## config.mk

```make
export PLATFORM = sky130hd
export DESIGN_NAME = aes_round_sequencer
export DESIGN_NICKNAME = d
export VERILOG_FILES = /design/src/rtl/aes_round_sequencer.sv
export SDC_FILE = /design/constraint.sdc
export NUM_CORES = 1
export LEC_CHECK = 0
export ABC_AREA = 0
export CORE_ASPECT_RATIO = 1.5
export CORE_MARGIN = 2
export CORE_UTILIZATION = 40
export DETAILED_ROUTE_END_ITERATION = 10
export PLACE_DENSITY = 0.67
export REMOVE_ABC_BUFFERS = 1
export SLEW_MARGIN = 20
export SYNTH_ARGS = -nofsm -noshare
export SYNTH_HDL_FRONTEND = slang
export SYNTH_SLANG_ARGS = --single-unit
```

## constraint.sdc

```tcl
create_clock -name clk -period 2.28 [get_ports clk]
set_input_delay 0.342 -clock clk [delete_from_list [all_inputs] [get_ports clk]]
set_output_delay 0.342 -clock clk [all_outputs]
set_load 0.005 [all_outputs]
```

## src/rtl/aes_round_sequencer.sv

```systemverilog
// AES round sequencer: walks the datapath through INITIAL, MID and LAST rounds for AES-128/192/256.
// Optional abort port/aborted pulse enabled by defining AES_SEQ_ABORT_EN.
module aes_round_sequencer #(
  parameter int unsigned CYCLES_PER_ROUND  = 3,
  parameter int unsigned LAST_ROUND_CYCLES = 2,
  localparam int unsigned MAX_CYC = (CYCLES_PER_ROUND > LAST_ROUND_CYCLES) ?
                                    CYCLES_PER_ROUND : LAST_ROUND_CYCLES,
  localparam int unsigned CW      = (MAX_CYC > 1) ? $clog2(MAX_CYC) : 1
) (
  input  logic          clk,
  input  logic          reset,
  input  logic          start,
  input  logic [1:0]    key_len,
  input  logic          decrypt,
`ifdef AES_SEQ_ABORT_EN
  input  logic          abort,
  output logic          aborted,
`endif
  output logic          busy,
  output logic          done,
  output logic          cfg_err,
  output logic [1:0]    state,
  output logic [3:0]    round_idx,
  output logic [CW-1:0] round_cycle,
  output logic [3:0]    key_idx,
  output logic          round_end,
  output logic          mode_dec
);

  typedef enum logic [1:0] {
    S_IDLE    = 2'd0,
    S_INITIAL = 2'd1,
    S_MID     = 2'd2,
    S_LAST    = 2'd3
  } state_e;

  localparam logic [CW-1:0] MID_LAST_CYC  = CW'(CYCLES_PER_ROUND - 1);
  localparam logic [CW-1:0] LAST_LAST_CYC = CW'(LAST_ROUND_CYCLES - 1);

  state_e        state_q, state_d;
  logic [3:0]    round_idx_q, round_idx_d;
  logic [CW-1:0] round_cycle_q, round_cycle_d;
  logic [3:0]    nr_q, nr_d;
  logic          mode_dec_q, mode_dec_d;
  logic          busy_q, busy_d;
  logic          done_q, done_d;
  logic          cfg_err_q, cfg_err_d;
  logic          round_end_q, round_end_d;
  logic          aborted_q, aborted_d;

  // Next-state and registered-output logic
  always_comb begin
    state_d       = state_q;
    round_idx_d   = round_idx_q;
    round_cycle_d = round_cycle_q;
    nr_d          = nr_q;
    mode_dec_d    = mode_dec_q;
    done_d        = 1'b0;
    cfg_err_d     = 1'b0;
    aborted_d     = 1'b0;
    round_end_d   = 1'b0;
    busy_d        = 1'b0;

    case (state_q)
      S_IDLE: begin
        if (start) begin
          if (key_len == 2'd3) begin
            cfg_err_d = 1'b1;
          end else begin
            state_d       = S_INITIAL;
            round_idx_d   = 4'd0;
            round_cycle_d = '0;
            mode_dec_d    = decrypt;
            case (key_len)
              2'd1:    nr_d = 4'd12;
              2'd2:    nr_d = 4'd14;
              default: nr_d = 4'd10;
            endcase
          end
        end
      end
      S_INITIAL: begin
        state_d       = S_MID;
        round_idx_d   = 4'd1;
        round_cycle_d = '0;
      end
      S_MID: begin
        if (round_cycle_q == MID_LAST_CYC) begin
          round_cycle_d = '0;
          round_idx_d   = round_idx_q + 4'd1;
          if (round_idx_q == nr_q - 4'd1) begin
            state_d = S_LAST;
          end
        end else begin
          round_cycle_d = round_cycle_q + CW'(1);
        end
      end
      S_LAST: begin
        if (round_cycle_q == LAST_LAST_CYC) begin
          state_d       = S_IDLE;
          round_idx_d   = 4'd0;
          round_cycle_d = '0;
          done_d        = 1'b1;
        end else begin
          round_cycle_d = round_cycle_q + CW'(1);
        end
      end
      default: state_d = S_IDLE;
    endcase

`ifdef AES_SEQ_ABORT_EN
    if (abort && (state_q != S_IDLE)) begin
      state_d       = S_IDLE;
      round_idx_d   = 4'd0;
      round_cycle_d = '0;
      done_d        = 1'b0;
      aborted_d     = 1'b1;
    end
`endif

    // round_end is registered, so it is derived from the upcoming round position
    case (state_d)
      S_INITIAL: round_end_d = 1'b1;
      S_MID:     round_end_d = (round_cycle_d == MID_LAST_CYC);
      S_LAST:    round_end_d = (round_cycle_d == LAST_LAST_CYC);
      default:   round_end_d = 1'b0;
    endcase
    busy_d = (state_d != S_IDLE);
  end

  always_ff @(posedge clk) begin
    if (reset) begin
      state_q       <= S_IDLE;
      round_idx_q   <= 4'd0;
      round_cycle_q <= '0;
      nr_q          <= 4'd10;
      mode_dec_q    <= 1'b0;
      busy_q        <= 1'b0;
      done_q        <= 1'b0;
      cfg_err_q     <= 1'b0;
      round_end_q   <= 1'b0;
      aborted_q     <= 1'b0;
    end else begin
      state_q       <= state_d;
      round_idx_q   <= round_idx_d;
      round_cycle_q <= round_cycle_d;
      nr_q          <= nr_d;
      mode_dec_q    <= mode_dec_d;
      busy_q        <= busy_d;
      done_q        <= done_d;
      cfg_err_q     <= cfg_err_d;
      round_end_q   <= round_end_d;
      aborted_q     <= aborted_d;
    end
  end

  // Decrypt walks the key schedule backwards
  always_comb begin
    if (state_q == S_IDLE) begin
      key_idx = 4'd0;
    end else if (mode_dec_q) begin
      key_idx = nr_q - round_idx_q;
    end else begin
      key_idx = round_idx_q;
    end
  end

  assign state       = state_q;
  assign round_idx   = round_idx_q;
  assign round_cycle = round_cycle_q;
  assign mode_dec    = mode_dec_q;
  assign busy        = busy_q;
  assign done        = done_q;
  assign cfg_err     = cfg_err_q;
  assign round_end   = round_end_q;

`ifdef AES_SEQ_ABORT_EN
  assign aborted = aborted_q;
`else
  logic unused_aborted;
  assign unused_aborted = aborted_q;
`endif

endmodule

```

Word level (Yosys, flattened, before mapping) --
Index checks and enable logic that the tools add are counted.
Operators by class: muxes and demuxes 22, reductions and logical operators 6, eq/ne operators 18, add/sub/neg operators 4, bitwise operators 4
Operator list (count):
- two-way mux 4 bit | 6
- two-way mux 2 bit | 9
- == test 2 bit (second input constant) | 8
- case mux 2 bit (4 select lines) | 2
- case mux 4 bit (4 select lines) | 1
- == test 2 x 1 -> 1 bit (second input constant) | 5
- inequality test 2 bit (second input constant) | 4
- case mux 3 bit (2 select lines) | 1
- adder 4 x 1 -> 4 bit (second input constant) | 1
- == test 4 bit | 1
- NOT 1 bit | 4
- AND reduction 4 bit | 1
- subtractor 4 x 1 -> 4 bit (second input constant) | 1
- subtractor 4 bit | 1
- case mux 1 bit (3 select lines) | 1
- AND reduction 3 bit | 1
- OR reduction 3 bit | 1
- adder 2 x 1 -> 2 bit (second input constant) | 1
- zero test 2 bit | 1
- two-way mux 1 bit | 2
- nonzero test 2 bit | 1
- OR reduction 2 bit | 1
Word-level totals: bits in registers 17, logic and storage cells 63, output and inout bits 17

Logic depth before layout (Yosys ltp) --
depth in word-level cells 7, gate-level depth with buffers 9

Worst setup path before layout --
No wires, ideal clock.
path type reg2reg, start reg state_q[0] (netlist: state[0]), end reg round_end_q (netlist: round_end), period minus slack after synthesis 1.833 ns, stages on the path, launching flop included 9, setup slack 0.447 ns, path buffers 1, arrival 1.712 ns, path through dfxtp_1 -> inv_1 -> ha_1 -> buf_2 -> and2_1 -> a311o_1 -> o22ai_1 -> o31a_1 -> nor3_1
On the way: cells in the longest elaborated chain, start to end 5, elaborated cells between the ends (all ways) 17, classes of those cells 8 x eq/ne; 8 x mux; 1 x reduce/logical
Ends and longest elaborated chain:
- start, declared | line 40 | state_e state_q, state_d;
- start signal, assigned | line 144 | state_q <= state_d;
- two-way mux 2 bit (on tied branches) | line 91, 67
- two-way mux 2 bit (on tied branches) | line 88, 66
- case mux 2 bit (4 select lines) | line 64 | case (state_q)
- == test 2 bit / == test 2 x 1 -> 1 bit (equally long branches) | line 122 | case (state_d)
- case mux 1 bit (3 select lines) (*) | line 122
- end signal, assigned | line 152 | round_end_q <= round_end_d;
- end, declared | line 48 | logic round_end_q, round_end_d;
Mark *: on every way between the ends. The rest lies on a longest branch, timed or not. A chain may end at the register's enable or synchronous reset.

Final worst setup path --
start reg round_idx_q[1] (netlist: round_idx[1]), end out key_idx[3]
On the way: cells in the longest elaborated chain, start to end 3
Ends and longest elaborated chain:
- start, declared | line 41 | logic [3:0] round_idx_q, round_idx_d;
- start signal, assigned | line 145 | round_idx_q <= round_idx_d;
- subtractor 4 bit | line 162 | key_idx = nr_q - round_idx_q;
- two-way mux 4 bit | line 161 | end else if (mode_dec_q) begin
- two-way mux 4 bit | line 159 | if (state_q == S_IDLE) begin
- end, declared | line 25 | output logic [3:0] key_idx,
Every way passes these cells.

==> reports/metrics.yaml <==
firstDrtPassIters: 3
start_util: 0.426
fillers: 221
finalHoldViolations: 0
share_comb_of_total_power: 0.367
hpwl_mm: 1.62
synth_cells: 115
rsz0062_at_grt: "true"
clock_latency_ns: 0.28
viasPerCell: 5.30
grt_usage: 0.158
final_common_cell: "clkdlybuf4s50_1"
p_int_uw: 481
ys_types: 36
drive_gt1_frac: 0.112
cp.required_ns: 1.94
slew_headroom: 0.645
synth_edf_count: 0
skew_ns: 0.00620
synth_area_leaders: "dfxtp_1 (32%), ha_1 (14%), inv_1 (5.5%)"
crit_path_start_kind: "flop"
final_area_mm2: 0.00125
p_switching_uw: 231
yosys.area_share.xor_xnor: 0.0368
antenna-diode-count: 0
status: "finished clean"
crit_path_end_kind: "primary output"
hp-class: "flop to flop"
cap_violations: 0
yosys.area.top_type: "dfxtp_1"
drt-initial-drc-count: 28
die_h_um: 63.7
p_leak_nw: 0.486
setup-violations-final: 0
grt_antenna_before_repair: 0
clockBufferDepth: 2
ys_ff_latch: 15
ios: 23
cp_max_fo: 2
synth_top_flop_cell: "dfxtp_1"
core_mm2: 0.00223
grt_pass1_vias: 836
die_area_mm2: 0.00279
fin_util: 0.561
detail_route.wl_per_cell_um: 12.6
cts_hold_buf: 0
setup_tns_ns: 0
clock-sinks: 15
peakVddDrop_uv: 356
synthAdderAreaFrac: 0.166
pwr-share-seq: 0.420
cts_buffers: 3
syn_avg_cell_area_um2: 8.27
ctsRootBufferMaster: "clkbuf_4"
layout_common_cells: "clkdlybuf4s50_1 (19), inv_1 (14), dfxtp_1 (14)"
power_density_mw_per_mm2: 568
wirelength_mm: 2.09
placed_cells: 162
ant_nets: 0
seq_area_frac_synth: 0.316
critPathArrivalTime_ns: 1.89
finalCriticalPeriod_ns: 2.23
critPathKind: "flop to primary output"
min_period_over_period: 0.979
slew_viol_final: 0
nets: 162
clk_pin_slew_worst_paths_ns: 0.09
async_flop_share: 0
synth_area_um2: 951
routabilityCongestion: 0.741
cts_tree: "yes"
synth_simple_gate_area_frac: 0.213
final_cells: 166
overflow: 0
netSwitchingFraction: 0.325
grt_pass1_wl_mm: 3.42
placed_cell_area_mm2: 0.00122
p_total_uw: 712
max_freq_mhz: 448
synth_compound_area_frac: 0.188
yosysTopAreaCellShare: 0.316
die_x_um: 43.8
synth_warnings: 0
clock_power_share: 0.213
max_slew.worst_pin.slew_ns: 0.531
area_growth_pct: 31.8
drc: 0
grt_max_degree: 16
htreeDepth: 1
num_vias: 879
num_rows: 21
portBuffers: 22
synth.area.mux_share: 0.0105
synth_top_family_by_area: "simple AND/OR/NAND/NOR gates"
==> repair_timing <==
| item | CTS | global route |
|---|---|---|
| endpoints found under the setup margin | 3 | 2 |
| resized for setup | 4 | 3 |
| setup buffers | 0 | 0 |
| pin swaps | 1 | 0 |
==> logic make-up (layout without fill, tap and decap cells) <==
| group | count (synthesis) | in the layout |
|---|---|---|
| DFF | 15 | 15 |
| xor gates and xnor gates | 4 | 4 |
| AOI/OAI and AO/OA | 27 | 27 |
| buffers and inverters | 17 | 45 |
| and+or+nand+nor | 39 | 39 |
| muxes | 1 | 1 |
| adders and majority gates | 12 | 12 |
==> Yosys cell counts, types with 3 or more instances <==
cell and instances:
a211oi_1 3, o21ai_0 5, nor2_1 12, xnor2_1 3
nand2_1 7, ha_1 11, nand2b_1 3, dfxtp_1 15
a21oi_1 8, nor2b_1 4, inv_1 14
==> metrics by stage <==
| step | hold slack [ns] | setup slack, ns |
|---|---|---|
| global placement | 0.523 | 0.0758 |
| finish | 0.537 | 0.0470 |
| global route | 0.570 | -0.0577 |
| detailed placement | 0.530 | 0.0128 |
| CTS | 0.543 | 0.00468 |
| floorplan | 0.411 | 0.477 |
==> power groups by stage <==
| stage | combinational [mW] | sequential (mW) | clock [mW] |
|---|---|---|---|
| after global routing | 0.292 | 0.303 | 0.167 |
| final | 0.261 | 0.299 | 0.152 |
| after CTS | 0.258 | 0.300 | 0.158 |
| after detailed placement | 0.257 | 0.306 | 0 |
| after global placement | 0.255 | 0.305 | 0 |
| after floorplan | 0.144 | 0.311 | 0 |
==> cell type report <==
cell class                 instances  area (um2)  area share
inverter                          14        52.6      0.0419
timing repair buffer              27         254       0.203
multi-input combinational         83         591       0.471
tap                               23        28.8      0.0230
sequential                        15         302       0.241
clock buffer                       4        26.3      0.0210
==> registers in the layout, indices dropped and copies added (netlist names) <==
register and count:
round_cycle 2, round_idx 4, nr_q 2, mode_dec 1
busy 1, cfg_err 1, state 2, done 1
round_end 1
==> worst max-delay path, stage by stage (launching register included) <==
cell and delay, ns:
dfxtp_2 0.34, inv_1 0.04, ha_1 0.29, nor2b_1 0.13
o21a_1 0.18, o21ai_2 0.13, xor2_1 0.18, nor2_1 0.06
dlygate4sd2_1 0.26
==> per-layer routing <==
| layer | wire length [um] | track usage | vias to the layer above |
|---|---|---|---|
| met2 | 1070 | 0.285 | 18 |
| met1 | 923 | 0.176 | 407 |
| met4 | 27 | 0.0644 | 0 |
| li1 | - | - | 450 |
| met3 | 71 | 0.0201 | 4 |
| met5 | 0 | 0 | - |
==> final timing paths <==
path / end / depth (start not counted) / from / slack, ns
worst max register to register: round_end$_SDFF_PP0_ / 7 / state[0]$_SDFF_PP0_ / 0.39
worst min-delay path: nr_q[2]$_SDFFE_PP0P_ / 2 / nr_q[2]$_SDFFE_PP0P_ / 0.54
worst max-delay path: key_idx[3] / 8 / round_idx[1]$_SDFFE_PP0P_ / 0.05
worst min register to register: nr_q[2]$_SDFFE_PP0P_ / 2 / nr_q[2]$_SDFFE_PP0P_ / 0.54
No activity file was read; power rests on OpenSTA's default activity.
